<file path="config.mk">
export PLATFORM = sky130hd
export DESIGN_NAME = mux_stream_nto1_flat
export DESIGN_NICKNAME = d
export VERILOG_FILES = /design/src/rtl/mux_stream_nto1_if.sv /design/src/rtl/mux_stream_nto1.sv /design/src/flat_wrapper.sv
export SDC_FILE = /design/constraint.sdc
export NUM_CORES = 1
export LEC_CHECK = 0
export CAP_MARGIN = 20
export CORE_MARGIN = 3
export CORE_UTILIZATION = 24
export DETAILED_ROUTE_END_ITERATION = 8
export DONT_BUFFER_PORTS = 1
export PLACE_DENSITY = 0.45
export SLEW_MARGIN = 20
export SYNTH_ARGS = -nofsm -noshare
export SYNTH_HDL_FRONTEND = slang
export SYNTH_SLANG_ARGS = --single-unit
</file>
<file path="constraint.sdc">
create_clock -name clk -period 2.4 [get_ports clk]
set_clock_uncertainty 0.1 [all_clocks]
set_input_delay 0.24 -clock clk [delete_from_list [all_inputs] [get_ports clk]]
set_output_delay 0.24 -clock clk [all_outputs]
set_load 0.02 [all_outputs]
</file>
<file path="src/rtl/mux_stream_nto1_if.sv">
// Stream bundle between N producers, the N:1 mux and one consumer.
// master = environment driving the producers/consumer ready; slave = the mux.
interface mux_stream_nto1_if #(
  parameter int N_CH  = 4,
  parameter int WIDTH = 8,
  parameter int SELW  = 2
);
  logic                  mode;
  logic [SELW-1:0]       sel;
  logic [N_CH-1:0]       in_valid;
  logic [N_CH*WIDTH-1:0] in_data;
  logic [N_CH-1:0]       in_last;
  logic [N_CH-1:0]       in_ready;
  logic                  out_valid;
  logic [WIDTH-1:0]      out_data;
  logic [SELW-1:0]       out_ch;
  logic                  out_ready;

  modport master (
    output mode, sel, in_valid, in_data, in_last, out_ready,
    input  in_ready, out_valid, out_data, out_ch
  );

  modport slave (
    input  mode, sel, in_valid, in_data, in_last, out_ready,
    output in_ready, out_valid, out_data, out_ch
  );
endinterface

</file>
<file path="src/rtl/mux_stream_nto1.sv">
// N:1 valid/ready stream mux with fixed-select or round-robin pick and a registered output; 1-cycle latency.
// Define LAST_LOCK_EN to hold a channel for a whole packet (until in_last); otherwise arbitration is per beat.
module mux_stream_nto1 #(
  parameter int N_CH  = 4,
  parameter int WIDTH = 8,
  parameter int SELW  = 2
) (
  input logic               clk,
  input logic               rst,
  mux_stream_nto1_if.slave  bus
);

  logic             out_valid_q, out_valid_d;
  logic [WIDTH-1:0] out_data_q, out_data_d;
  logic [SELW-1:0]  out_ch_q, out_ch_d;
  logic [SELW-1:0]  rr_ptr_q, rr_ptr_d;

  logic             ld;
  logic             locked;
  logic [SELW-1:0]  lock_ch;
  logic [SELW-1:0]  pick;
  logic             pick_vld;
  logic             pick_in_vld;
  logic [WIDTH-1:0] pick_dat;
  logic             pick_last;
  logic             xfer;
  logic             rr_upd;

  // Reset also blocks acceptance so nothing is consumed while rst is high.
  assign ld = !rst && (!out_valid_q || bus.out_ready);

  always_comb begin
    pick     = '0;
    pick_vld = 1'b0;
    if (locked) begin
      pick     = lock_ch;
      pick_vld = 1'b1;
    end else if (!bus.mode) begin
      pick     = bus.sel;
      pick_vld = (int'(bus.sel) < N_CH);
    end else begin
      // Two passes: channels above rr_ptr first, then wrap to the ones at or below it.
      for (int i = 0; i < N_CH; i++) begin
        if (!pick_vld && bus.in_valid[i] && (SELW'(i) > rr_ptr_q)) begin
          pick     = SELW'(i);
          pick_vld = 1'b1;
        end
      end
      for (int i = 0; i < N_CH; i++) begin
        if (!pick_vld && bus.in_valid[i] && (SELW'(i) <= rr_ptr_q)) begin
          pick     = SELW'(i);
          pick_vld = 1'b1;
        end
      end
    end
  end

  always_comb begin
    pick_dat    = '0;
    pick_in_vld = 1'b0;
    pick_last   = 1'b0;
    bus.in_ready = '0;
    for (int i = 0; i < N_CH; i++) begin
      if (SELW'(i) == pick) begin
        pick_dat    = bus.in_data[i*WIDTH +: WIDTH];
        pick_in_vld = bus.in_valid[i];
        pick_last   = bus.in_last[i];
        bus.in_ready[i] = ld && pick_vld;
      end
    end
  end

  assign xfer = ld && pick_vld && pick_in_vld;

`ifdef LAST_LOCK_EN
  typedef enum logic {ARB, LOCK} state_e;

  state_e          state_q, state_d;
  logic [SELW-1:0] lock_ch_q, lock_ch_d;

  always_ff @(posedge clk) begin
    if (rst) begin
      state_q   <= ARB;
      lock_ch_q <= '0;
    end else begin
      state_q   <= state_d;
      lock_ch_q <= lock_ch_d;
    end
  end

  always_comb begin
    state_d   = state_q;
    lock_ch_d = lock_ch_q;
    case (state_q)
      ARB: begin
        if (xfer && !pick_last) begin
          state_d   = LOCK;
          lock_ch_d = pick;
        end
      end
      LOCK: begin
        if (xfer && pick_last) state_d = ARB;
      end
      default: state_d = ARB;
    endcase
  end

  assign locked  = (state_q == LOCK);
  assign lock_ch = lock_ch_q;
  // The pointer only moves once a packet has fully gone through.
  assign rr_upd  = xfer && bus.mode && pick_last;
`else
  logic unused_last;

  assign unused_last = ^{bus.in_last, pick_last};
  assign locked      = 1'b0;
  assign lock_ch     = '0;
  assign rr_upd      = xfer && bus.mode;
`endif

  always_comb begin
    out_valid_d = out_valid_q;
    out_data_d  = out_data_q;
    out_ch_d    = out_ch_q;
    rr_ptr_d    = rr_ptr_q;
    if (xfer) begin
      out_valid_d = 1'b1;
      out_data_d  = pick_dat;
      out_ch_d    = pick;
    end else if (bus.out_ready) begin
      out_valid_d = 1'b0;
    end
    if (rr_upd) rr_ptr_d = pick;
  end

  always_ff @(posedge clk) begin
    if (rst) begin
      out_valid_q <= 1'b0;
      out_data_q  <= '0;
      out_ch_q    <= '0;
      rr_ptr_q    <= SELW'(N_CH - 1);
    end else begin
      out_valid_q <= out_valid_d;
      out_data_q  <= out_data_d;
      out_ch_q    <= out_ch_d;
      rr_ptr_q    <= rr_ptr_d;
    end
  end

  assign bus.out_valid = out_valid_q;
  assign bus.out_data  = out_data_q;
  assign bus.out_ch    = out_ch_q;

endmodule

</file>
<file path="src/flat_wrapper.sv">
// flat-port wrapper written by rule: the top's interface ports become plain ports
module mux_stream_nto1_flat 
#(
  parameter int N_CH  = 4,
  parameter int WIDTH = 8,
  parameter int SELW  = 2
)
  (clk, rst, bus_mode, bus_sel, bus_in_valid, bus_in_data, bus_in_last, bus_out_ready, bus_in_ready, bus_out_valid, bus_out_data, bus_out_ch);
  mux_stream_nto1_if #(.N_CH(N_CH), .WIDTH(WIDTH), .SELW(SELW)) bus_i ();
  input logic clk;
  input logic rst;
  input wire logic [$bits(bus_i.mode)-1:0] bus_mode;
  input wire logic [$bits(bus_i.sel)-1:0] bus_sel;
  input wire logic [$bits(bus_i.in_valid)-1:0] bus_in_valid;
  input wire logic [$bits(bus_i.in_data)-1:0] bus_in_data;
  input wire logic [$bits(bus_i.in_last)-1:0] bus_in_last;
  input wire logic [$bits(bus_i.out_ready)-1:0] bus_out_ready;
  output wire logic [$bits(bus_i.in_ready)-1:0] bus_in_ready;
  output wire logic [$bits(bus_i.out_valid)-1:0] bus_out_valid;
  output wire logic [$bits(bus_i.out_data)-1:0] bus_out_data;
  output wire logic [$bits(bus_i.out_ch)-1:0] bus_out_ch;
  assign bus_i.mode = bus_mode;
  assign bus_i.sel = bus_sel;
  assign bus_i.in_valid = bus_in_valid;
  assign bus_i.in_data = bus_in_data;
  assign bus_i.in_last = bus_in_last;
  assign bus_i.out_ready = bus_out_ready;
  assign bus_in_ready = bus_i.in_ready;
  assign bus_out_valid = bus_i.out_valid;
  assign bus_out_data = bus_i.out_data;
  assign bus_out_ch = bus_i.out_ch;
  mux_stream_nto1 #(.N_CH(N_CH), .WIDTH(WIDTH), .SELW(SELW)) u_core (.clk(clk), .rst(rst), .bus(bus_i));
endmodule
</file>
# == Word-level counts from Yosys, hierarchy flattened ==
# Cells that the tools add are included.
# classes
n_mux,38
add_sub_neg,0
n_eq_ne,3
div_mod_pow,0
reduce_logical,31
n_shift,0
bitwise,0
n_mul,0
magnitude_cmp,8
# ops
operator,count
2-to-1 mux 8 bit,4
2-to-1 mux 1 bit,27
logical AND 1 bit,19
2-to-1 mux 2 bit,7
logical NOT 1 bit,9
"equality test 2 bit, first input constant",2
"greater-than comparator 1 x 2 -> 1 bit, first input constant",2
"greater-than comparator 2 bit, first input constant",2
"<= comparator 1 x 2 -> 1 bit, first input constant",2
"<= comparator 2 bit, first input constant",2
"equality test 1 x 2 -> 1 bit, first input constant",1
logical NOT 2 bit,1
nonzero test 2 bit,1
logical OR 1 bit,1
# totals
rom_bits,0
out_inout_bits,15
inputBits,46
memories,0
ramBits,0
latchBits,0
elab_cells,84
ff_bits,13

# == Logic depth before layout (Yosys ltp) ==
# depth
word_depth,46
mapped_depth,8
depth_no_buf,6

# == Worst setup path after synthesis ==
# OpenSTA, ideal clock, no wires.
# synth_timing
path_type,reg-to-reg
startpoint,register u_core.rr_ptr_q[1]
endpoint,"register u_core.out_ch_q[0], in the netlist u_core.bus.out_ch[0]"
path_buffers,2
setup_time_ns,0.072
stages_incl_launch_ff,9
t_required_ns,2.228
arrival_time_ns,1.823
setup_slack_ns,0.405
synth_period_minus_slack_ns,1.995
path_cell_list,dfxtp_1 -> buf_2 -> and4b_1 -> a211o_1 -> o2bb2ai_2 -> mux2_4 -> o21ai_4 -> buf_12 -> mux2i_1
# synth_via
elab_chain_len,45
elab_cells_between_ends,64
classes_between,8 x order compare; 3 x eq/ne; 28 x mux; 25 x reduce/logical
# synth_rtl
element,line,text
"start, declared",mux_stream_nto1.sv:16,"logic [SELW-1:0] rr_ptr_q, rr_ptr_d;"
"start signal, assigned",mux_stream_nto1.sv:141,rr_ptr_q <= SELW'(N_CH - 1);
"start signal, assigned",mux_stream_nto1.sv:146,rr_ptr_q <= rr_ptr_d;
greater-than comparator 1 x 2 -> 1 bit,mux_stream_nto1.sv:44,if (!pick_vld && bus.in_valid[i] && (SELW'(i) > rr_ptr_q)) begin
logical AND 1 bit,mux_stream_nto1.sv:44,
2-to-1 mux 1 bit,mux_stream_nto1.sv:44,
2-to-1 mux 1 bit,mux_stream_nto1.sv:38,end else if (!bus.mode) begin
logical NOT 1 bit,mux_stream_nto1.sv:44,
logical AND 1 bit (2 in a row),mux_stream_nto1.sv:44,
2-to-1 mux 1 bit,mux_stream_nto1.sv:44,
2-to-1 mux 1 bit,mux_stream_nto1.sv:38,
(+24 left out),--,
2-to-1 mux 1 bit,mux_stream_nto1.sv:38,
logical NOT 1 bit,mux_stream_nto1.sv:50,if (!pick_vld && bus.in_valid[i] && (SELW'(i) <= rr_ptr_q)) begin
logical AND 1 bit (2 in a row),mux_stream_nto1.sv:50,
2-to-1 mux 2 bit,mux_stream_nto1.sv:50,
2-to-1 mux 2 bit,mux_stream_nto1.sv:38,
logical NOT 2 bit,mux_stream_nto1.sv:64,if (SELW'(i) == pick) begin
2-to-1 mux 1 bit (4 in a row),mux_stream_nto1.sv:64,
logical AND 1 bit,mux_stream_nto1.sv:73,assign xfer = ld && pick_vld && pick_in_vld;
"end signal, assigned",mux_stream_nto1.sv:145,out_ch_q <= out_ch_d;
"end, declared",mux_stream_nto1.sv:15,"logic [SELW-1:0] out_ch_q, out_ch_d;"
# Parallel ways exist; a longest one is shown, timed or not. The select of a mux whose other input is x is not followed.
# A chain may end at the register's enable or synchronous reset.

# == Final worst setup path ==
# layout_timing
startpoint,register u_core.rr_ptr_q[1]
endpoint,output bus_in_ready[3]
# layout_via
elab_chain_len,41
elab_cells_between_ends,57
classes_between,8 x order compare; 1 x eq/ne; 25 x mux; 23 x reduce/logical
# layout_rtl
element,line,text
greater-than comparator 1 x 2 -> 1 bit,mux_stream_nto1.sv:44,
logical AND 1 bit,mux_stream_nto1.sv:44,
2-to-1 mux 1 bit,mux_stream_nto1.sv:44,
2-to-1 mux 1 bit,mux_stream_nto1.sv:38,
logical NOT 1 bit,mux_stream_nto1.sv:44,
logical AND 1 bit (2 in a row),mux_stream_nto1.sv:44,
2-to-1 mux 1 bit,mux_stream_nto1.sv:44,
2-to-1 mux 1 bit,mux_stream_nto1.sv:38,
(+23 left out),--,
2-to-1 mux 1 bit,mux_stream_nto1.sv:50,
2-to-1 mux 1 bit,mux_stream_nto1.sv:38,
logical NOT 1 bit,mux_stream_nto1.sv:50,
logical AND 1 bit (2 in a row),mux_stream_nto1.sv:50,
2-to-1 mux 2 bit / 2-to-1 mux 1 bit (equally long branches),mux_stream_nto1.sv:50,
2-to-1 mux 2 bit / 2-to-1 mux 1 bit (equally long branches),mux_stream_nto1.sv:38,
equality test 2 bit / logical AND 1 bit (equally long branches),"mux_stream_nto1.sv:64, mux_stream_nto1.sv:68",
2-to-1 mux 1 bit *,mux_stream_nto1.sv:64,
"end, declared",flat_wrapper.sv:18,output wire logic [$bits(bus_i.in_ready)-1:0] bus_in_ready;
# Mark *: on every way between the ends. The rest lies on a longest branch, timed or not. The select of a mux whose other input is x is not followed.

==> flow_summary.ini <==
[critical_path]
start_kind = flip-flop
critical_path.max_stage_delay_ps = 480
worstPathRequired_ps = 2060
cpLargestDelayFamily = compound AO/OA/AOI/OAI gates
r2r-start = u_core.rr_ptr_q[1]$_SDFFE_PP1P_
end_kind = primary output
r2r_cells = 7
crit_start = u_core.rr_ptr_q[1]$_SDFFE_PP1P_
cp_max_fo = 9
path_depth = 6
critPathBufInv = 2
critPathKind = flip-flop to primary output
slowest_stage = dfxtp_1
arrival_ps = 1900
path_cells = mux2i_1 > o221a_2 > o2bb2ai_2 > clkinvlp_4 > nor2_1 > buf_4

[clock_network]
cts_root_buf = clkbuf_8
htreeDepth = 1
path_clk_slew_ps = 60
cts_tree = done
clockBufferDepth = 2
clock_sinks = 13
clkLatencyLatePin_ps = 240
numCtsBuffers = 3

[floorplanning]
die_x_um = 71.62
pin_count = 61
start_util = 0.2529
coreArea_um2 = 4086
num_rows = 23
dieArea_um2 = 5129
die_h_um = 71.62

[placed_design]
place_congestion = 0.8539
port_buffers = 0
post-place-ws_ps = 220.6
placed_area_um2 = 1112
dp_hpwl_um = 2043

[detailed_routing]
drt-total-wl_um = 2598
drc = 0
drtPass1Iterations = 3
drtIter0Drc = 23
viasPerCell = 4.929
wire_per_inst_um = 15.46
ant_nets = 0
routed-via-count = 828

[sta]
relSlewSlack = 0.7624
fin_crit_sh = 0.9337
setup_violations = 0
maxClockFrequency_mhz = 446.3
maxSlewViolCount = 0
rsz0062_at_grt = false
finalHoldViolCount = 0
setup_slack_ps = 159.2
finalSetupTns_ps = 0
tightest_slew_ps = 356.0
finalWorstPathRequiredPeriod_ps = 2241

[yosys]
syn_nets = 157
syn_avg_cell_area_um2 = 9.311
synth_seq_cells = 13
yosysTopAreaCell = dfxtp_1
synthDistinctLibCells = 33
synthCells = 111
syn_area_um2 = 1033
yosysWarnings = 0
synthTopCellsByArea = dfxtp_1 (25%), mux2i_1 (25%), mux2_2 (8.7%)
seq_area_frac_synth = 0.2518
synth_top_area_frac = 0.2518

[hold_path]
hp-class = input port to flip-flop
hold-path-cell-count = 2
min-delay-start = rst

[cells_and_area]
fillCellCount = 445
area_growth_pct = 15.62
final_core_util = 0.2924
stdcell_area_um2 = 1195
drive_gt1_frac = 0.2458
nets = 165
antennaDiodeCount = 0

[pwr]
p_leak_uw = 0.0005760
powerDensity_nw_per_um2 = 624.4
vdd_drop_max_mv = 0.2754

[global_routing]
grt_pass1_vias = 803
grt_max_degree = 22
use_met1 = 0.1104
antenna_found_initial = 0
grt-ovfl-total = 0
grtUsageMet2 = 0.1643
grt-busiest-layer = met2
grt_pass1_wl_um = 3850
grt_util_met3 = 0.03647
grt_usage = 0.09448

[outcome]
status = finished clean

[flow_run]
cap_violations = 0
synth_stat cells:
cell type / number
o21bai_1: 1
o21ai_0: 3
clkbuf_1: 1
o221a_2: 1
or2b_1: 1
a211o_1: 1
nor2b_1: 3
mux2i_1: 26
a21oi_1: 4
nand2b_1: 3
mux2_2: 8
a31oi_1: 2
and3_2: 1
and4b_1: 1
o2bb2ai_2: 1
buf_12: 1
nor2_1: 8
nand2_1: 13
a32o_1: 1
a311oi_2: 1
a21o_1: 1
o21ai_4: 1
inv_1: 4
and3b_1: 1
dfxtp_1: 13
and3_1: 1
and2_1: 1
a2bb2oi_1: 1
a31oi_4: 1
buf_2: 3
buf_4: 1
mux2_4: 1
a2bb2oi_2: 1
placed cells by master (no fill, tap or decap), types with 3 or more instances in the layout:
master / n
clkbuf_8: 3
buf_4: 6
a21oi_1: 4
nor2b_1: 3
inv_1: 3
mux2_2: 8
dfxtp_1: 13
o21ai_0: 3
mux2i_1: 26
nand2_1: 13
nor2_1: 8
nand2b_1: 3
path summary, 6_finish.rpt:
path | to | slack [ps]
hold reg to reg | u_core.bus.out_data[5]$_SDFFE_PP0P_ | 470
setup / recovery | bus_in_ready[3] | 160
setup reg to reg | u_core.bus.out_data[1]$_SDFFE_PP0P_ | 170
hold / removal | u_core.rr_ptr_q[0]$_SDFFE_PP1P_ | 50
timing repair:
item                       4_1_cts  5_1_grt
resized for setup                0        1
hold buffers                     1        0
hold endpoints to repair         1        0
setup endpoints to repair        0        2
buffers inserted                 0        3
cell families after synthesis:
| group | Yosys count | share of synthesized area |
|---|---|---|
| flops | 13 | 0.2518 |
| buf+inv | 10 | 0.05931 |
| simple gates | 33 | 0.1574 |
| mux | 35 | 0.3535 |
| compound gates | 20 | 0.1780 |
stage by stage:
step | hold WS, ps | std cells | power (uW)
6_report | 53.91 | 168 | 746.0
5_1_grt | 55.95 | 168 | 791.9
4_1_cts | 43.71 | 165 | 751.1
3_5_place_dp | 211.7 | 160 | 548.8
3_3_place_gp | 211.4 | 160 | 541.6
2_1_floorplan | 209.1 | 111 | 502.3
metal layers:
layer | share of wire | vias to the layer above
li1 | - | 417
met1 | 0.41 | 390
met2 | 0.52 | 19
met3 | 0.060 | 2
met4 | 0.0069 | 0
met5 | 0 | -
layout make-up:
type                            count  area (um^2)  share of cell area
Clock buffer                        3        41.29             0.03455
Clock inverter                      1        5.005            0.004188
Inverter                            4        18.77             0.01571
Multi-Input combinational cell     88        711.9              0.5958
Sequential cell                    13        260.3              0.2178
Tap cell                           50        62.56             0.05236
Timing Repair Buffer                9        95.09             0.07958
worst reg2reg max path: stages (launching register included):
cell and delay, ps:
dfxtp_1 480, mux2i_1 130, o221a_2 310, o2bb2ai_2 270, mux2_4 350, o21ai_4 150, buf_12 170, mux2i_1 190
registers in the layout, indices dropped and copies added, names as in the netlist:
register	flops
u_core.rr_ptr_q	2
u_core.bus.out_data	8
u_core.bus.out_valid	1
u_core.bus.out_ch	2
report_power, final:
group,switching [uW],internal (uW)
logic,109,128
registers,64.2,250
clock network,79.7,115
total,253,493
Power figures use the tool's default switching activity.
